## config.mk

```make
export PLATFORM = sky130hd
export DESIGN_NAME = phase_freq_detector
export DESIGN_NICKNAME = d
export VERILOG_FILES = /design/src/rtl/adpll_pkg.sv /design/src/rtl/edge_sync.sv /design/src/rtl/phase_freq_detector.sv
export SDC_FILE = /design/constraint.sdc
export NUM_CORES = 1
export LEC_CHECK = 0
export BUFFER_PORTS_ARGS = -buffer_cell sky130_fd_sc_hd__buf_2
export CAP_MARGIN = 15
export CORE_MARGIN = 2
export CORE_UTILIZATION = 40
export DETAILED_ROUTE_END_ITERATION = 10
export GPL_TIMING_DRIVEN = 0
export HOLD_SLACK_MARGIN = 0.02
export PLACE_DENSITY = 0.54
export SLEW_MARGIN = 20
export SYNTH_ARGS = -nofsm -noshare
export SYNTH_HDL_FRONTEND = slang
export SYNTH_SLANG_ARGS = --single-unit
```

## constraint.sdc

```tcl
create_clock -name fpga_clk_i -period 6.3 [get_ports fpga_clk_i]
set_input_delay 1.575 -clock fpga_clk_i [delete_from_list [all_inputs] [get_ports fpga_clk_i]]
set_output_delay 1.575 -clock fpga_clk_i [all_outputs]
set_load 0.02 [all_outputs]
```

## src/rtl/adpll_pkg.sv

```systemverilog
// Shared ADPLL definitions: up/down counter instruction codes and detector FSM states.
package adpll_pkg;

  localparam int unsigned LOCK_CNT_W = 8;

  typedef enum logic [1:0] {
    DISABLE    = 2'b00,
    COUNT_UP   = 2'b01,
    COUNT_DOWN = 2'b10
  } count_instr_e;

  typedef enum logic [1:0] {
    IDLE = 2'b00,
    LEAD = 2'b01,
    LAG  = 2'b10
  } pfd_state_e;

endpackage

```

## src/rtl/edge_sync.sv

```systemverilog
// Multi-flop synchronizer for an asynchronous clock input plus rising-edge detect.
module edge_sync #(
  parameter int unsigned SYNC_STAGES = 2
) (
  input  logic fpga_clk_i,
  input  logic reset_i,
  input  logic async_i,
  output logic rise_c
);

  logic [SYNC_STAGES-1:0] sync_q;
  logic                   hist_q;

  always_ff @(posedge fpga_clk_i or posedge reset_i) begin
    if (reset_i) begin
      sync_q <= '0;
      hist_q <= 1'b0;
    end else begin
      sync_q <= {sync_q[SYNC_STAGES-2:0], async_i};
      hist_q <= sync_q[SYNC_STAGES-1];
    end
  end

  assign rise_c = sync_q[SYNC_STAGES-1] & ~hist_q;

endmodule

```

## src/rtl/phase_freq_detector.sv

```systemverilog
// Digital PFD for the ADPLL: emits up/down count instructions, flags cycle slips
// and reports lock from the width of consecutive phase-error pulses.
module phase_freq_detector
  import adpll_pkg::*;
#(
  parameter int unsigned SYNC_STAGES = 2,
  parameter int unsigned WIDTH_CNT   = 8,
  parameter int unsigned LOCK_TOL    = 2,
  parameter int unsigned LOCK_CYCLES = 16
) (
  input  logic       fpga_clk_i,
  input  logic       reset_i,
  input  logic       enable_i,
  input  logic       ref_clk_i,
  input  logic       fb_clk_i,
  output logic [1:0] count_instr_o,
  output logic       slip_o,
  output logic       lock_o
);

  pfd_state_e            state_q, state_d;
  logic [WIDTH_CNT-1:0]  width_q, width_d, width_inc_c;
  logic [LOCK_CNT_W-1:0] lock_cnt_q, lock_cnt_d, lock_inc_c;
  logic                  ref_rise_c, fb_rise_c;
  logic                  slip_c, cmp_done_c, cmp_pass_c;

  edge_sync #(.SYNC_STAGES(SYNC_STAGES)) u_ref_sync (
    .fpga_clk_i (fpga_clk_i),
    .reset_i    (reset_i),
    .async_i    (ref_clk_i),
    .rise_c     (ref_rise_c)
  );

  edge_sync #(.SYNC_STAGES(SYNC_STAGES)) u_fb_sync (
    .fpga_clk_i (fpga_clk_i),
    .reset_i    (reset_i),
    .async_i    (fb_clk_i),
    .rise_c     (fb_rise_c)
  );

  // Saturating increments: pulse width never wraps, lock count parks at LOCK_CYCLES.
  assign width_inc_c = (&width_q) ? width_q : width_q + WIDTH_CNT'(1);
  assign lock_inc_c  = (lock_cnt_q >= LOCK_CNT_W'(LOCK_CYCLES)) ? LOCK_CNT_W'(LOCK_CYCLES)
                                                                 : lock_cnt_q + LOCK_CNT_W'(1);

  always_comb begin
    state_d    = state_q;
    width_d    = width_q;
    lock_cnt_d = lock_cnt_q;
    slip_c     = 1'b0;
    cmp_done_c = 1'b0;
    cmp_pass_c = 1'b0;
    if (!enable_i) begin
      state_d    = IDLE;
      width_d    = '0;
      lock_cnt_d = '0;
    end else begin
      case (state_q)
        IDLE: begin
          if (ref_rise_c && !fb_rise_c) begin
            state_d = LEAD;
            width_d = WIDTH_CNT'(1);
          end else if (fb_rise_c && !ref_rise_c) begin
            state_d = LAG;
            width_d = WIDTH_CNT'(1);
          end else if (ref_rise_c && fb_rise_c) begin
            cmp_done_c = 1'b1;
            cmp_pass_c = 1'b1;
          end
        end
        LEAD: begin
          if (fb_rise_c) begin
            state_d    = IDLE;
            cmp_done_c = 1'b1;
            cmp_pass_c = (width_q <= WIDTH_CNT'(LOCK_TOL));
          end else begin
            width_d = width_inc_c;
            slip_c  = ref_rise_c;
          end
        end
        LAG: begin
          if (ref_rise_c) begin
            state_d    = IDLE;
            cmp_done_c = 1'b1;
            cmp_pass_c = (width_q <= WIDTH_CNT'(LOCK_TOL));
          end else begin
            width_d = width_inc_c;
            slip_c  = fb_rise_c;
          end
        end
        default: state_d = IDLE;
      endcase
      if (slip_c) begin
        lock_cnt_d = '0;
      end else if (cmp_done_c) begin
        lock_cnt_d = cmp_pass_c ? lock_inc_c : '0;
      end
    end
  end

  always_ff @(posedge fpga_clk_i or posedge reset_i) begin
    if (reset_i) begin
      state_q    <= IDLE;
      width_q    <= '0;
      lock_cnt_q <= '0;
      slip_o     <= 1'b0;
      lock_o     <= 1'b0;
    end else begin
      state_q    <= state_d;
      width_q    <= width_d;
      lock_cnt_q <= lock_cnt_d;
      slip_o     <= slip_c;
      lock_o     <= enable_i && (lock_cnt_q == LOCK_CNT_W'(LOCK_CYCLES));
    end
  end

  // Instruction is a pure decode of the state register, so it clears with async reset.
  always_comb begin
    count_instr_o = DISABLE;
    case (state_q)
      LEAD:    count_instr_o = COUNT_UP;
      LAG:     count_instr_o = COUNT_DOWN;
      default: count_instr_o = DISABLE;
    endcase
  end

endmodule

```

==> metrics <==
run status=finished, final reports clean; Logic pwr share=16.6%; top-count cell post-synth=dfrtp_1; setup violation total in the final timing report=0; clock latency on the worst-skew pair=0.34 ns; number of buffer cells added on primary ports=8; Tmin final=3.03 ns; cell count of the worst hold path=0; unrepaired setup endpoints after global routing=no; number of design-rule violations left by the first detailed-router iteration=63; maximum level of the CTS H-tree=1; max-cap check violation count=0; final weighted congestion of routability-driven global placement=0.780; storage element area=651 um^2; CTS clk-pin slew, worst paths=0.16 ns; number of nets in the layout=184; Filler Cells Inserted=350; detailed-router iteration count before antenna repair=4; Mean Syn Cell Area=9.21 um^2; CTS tree=done; power consumption=356 uW; Die Width=64.3 um; top area cells in the synthesized netlist=dfrtp_1, ha_1, nand3_1; Static Leak=0.703 nW; count of pins on the block boundary=9; wire length of the first global-routing pass=5.04 mm; CTS root buf=clkbuf_4; Synth async-reset ratio=100%; die footprint=4140 um^2; Worst Reg-to-Reg Cells=9; Sw Share=27.6%; Int Power=258 uW; Routed Antenna Nets=0; global route overflow=0; total clock buffers created by CTS=3; Critical-path top delay cell=dfrtp_1; half-perimeter wire length after detailed placement=2.07 mm; total track usage=15.5%; slowest stage delay, CP=0.44 ns; worst supply voltage drop on vdd=0.0951 mV; Final Hold Vio Count=0; post-route clock skew=0.00173 ns; pin count of the biggest net entering global routing=27; Crit path buffers/inverters=2; kind of start point of the critical path=flip-flop; area of the core=3420 um^2; required time worst endpoint=4.72 ns; number of warnings printed during yosys synthesis=0; final wirelength=2.84 mm; commonest cells in the netlist=dfrtp_1, nand3_1, a21oi_1, nand2_1, inv_1; endpoint type of the worst setup path=output pin; Cells after Synth=158; maximum fanout along the worst path=8; via count of the first global-routing pass=1077; Rows=21; number of remaining DRC errors=0; share of Yosys cell area claimed by the top area cell type=44.7%; EDFF count, synth=0; summed instance area of the synthesized netlist=1460 um^2; transition time at the pin with the least slew margin=0.909 ns; worst hold path type=reg -> reg; setup tns final=0 ns; placed cells=212; delay-heaviest family, CP=flip-flops; Peak Freq=330 MHz; CTS sink cnt=26; WP depth=3; number of resized instances in the post-cts repair step=0; post-synthesis sequential area ratio=44.7%; number of synthesized register bits=26; Starting Density=42.6%; portion of the clock cycle consumed by the worst path in the final layout=48.1%; Hold-fix buffers, CTS=0; via count=1164; data arrival time of the critical path=1.45 ns; synthesized netlist net count=171; cell taking the most area after synthesis=dfrtp_1; Max Root-Sink Buffers=2; proportion of layout cells with a drive suffix above 1=9.41%; commonest register cell after synthesis=dfrtp_1; ant diodes=0; average vias per placed instance=5.39; initial antenna violation count=0; multi-input combinational cell area=732 um^2; Power per Cell Area=222 nW/um^2; clock power share=34.2%; final cell count without fillers=216; CP Cell Sequence=inv_1 > ha_1 > buf_2; Die H=64.3 um; setup bufs post-CTS=0; switching power of the nets=98.3 uW; number of unique standard cell types used by synthesis=39; sequential share of power=49.2%; area growth from synthesis to final layout=10.3%; final max-slew violation count=0; Max-Slew Margin vs Limit=39.0%; kind of critical path=reg -> out; DR WL/cell=13.2 um
worst register-to-register path, delay by kind of cell, from the launching register on:
kind | cells | cell delay [ns]
adders and majority gates | 1 | 0.32
DFF | 1 | 0.42
AOI/OAI and AO/OA | 1 | 0.29
and+or+nand+nor | 4 | 0.69
buffers and inverters | 3 | 0.40
path summary, 6_finish.rpt:
kind | start | endpoint | slack [ns]
max | state_q[0] | count_instr_o[1] | 3.27
max in group asynchronous | reset_i | u_ref_sync.sync_q[0] | 4.60
min | u_ref_sync.sync_q[0] | u_ref_sync.sync_q[1] | 0.37
min reg2reg | u_ref_sync.sync_q[0] | u_ref_sync.sync_q[1] | 0.37
min in group asynchronous | reset_i | lock_cnt_q[4] | 1.29
max reg2reg | state_q[0] | width_q[6] | 4.09
area by class of cell:
type,instances,share of cell area (%)
Multi-Input combinational cell,117,45.6
Sequential cell,26,40.5
Tap cell,46,3.59
Inverter,11,2.57
Timing Repair Buffer,8,2.49
Buffer,4,1.95
Clock inverter,1,1.87
Clock buffer,3,1.40
logic make-up (layout without fill, tap and decap cells):
logic type      after synthesis  count (layout)  share of synthesized area (%)
simple gates                 74              74                           27.8
compound gates               33              33                           14.3
flops                        26              26                           44.7
buf+inv                      15              27                           4.99
fa+ha+maj                     8               8                           6.88
mux                           2               2                           1.38
cells in the final DEF, fill, tap and decap left out, drive strengths merged, types with 4 or more instances in the layout:
cell	netlist	layout
ha	8	8
nor3	6	6
clkbuf	1	4
and3	6	6
a21oi	13	13
nand2b	5	5
o21ai	5	5
nor2	10	10
inv	11	10
nand2	12	12
nand3	13	13
dfrtp	26	26
buf	3	11
sequential cells by signal, summed over array words and instances (netlist names):
register / flops
lock_cnt_q: 8
width_q: 8
state_q: 2
u_fb_sync.sync_q: 2
u_ref_sync.sync_q: 2
lock_o: 1
slip_o: 1
u_fb_sync.hist_q: 1
u_ref_sync.hist_q: 1
metal layers:
layer  wire (um)  GRT usage, %  vias up
met5           0             0        -
met4          45          5.85        0
met3          97          2.64        5
met2        1190          22.8       23
met1        1510          22.6      545
li1            -             -      591
stage by stage:
step	util, %	area, um^2	hold WS, ns	setup WS (ns)
floorplan	-	1460	0.331	3.86
global placement	45.5	1550	0.334	3.68
detailed placement	45.5	1550	0.336	3.68
CTS	47.0	1610	0.370	3.28
global route	47.0	1610	0.396	3.20
finish	47.0	1610	0.369	3.27
power groups by stage:
stage                     registers [mW]  logic, mW  clock network (mW)
after CTS                          0.176     0.0597               0.121
after detailed placement           0.179     0.0594                   0
final                              0.175     0.0592               0.122
after floorplan                    0.178     0.0459                   0
after global placement             0.179     0.0587                   0
after global routing               0.176     0.0667               0.130
Note: power is estimated with default switching activity, not from simulation.
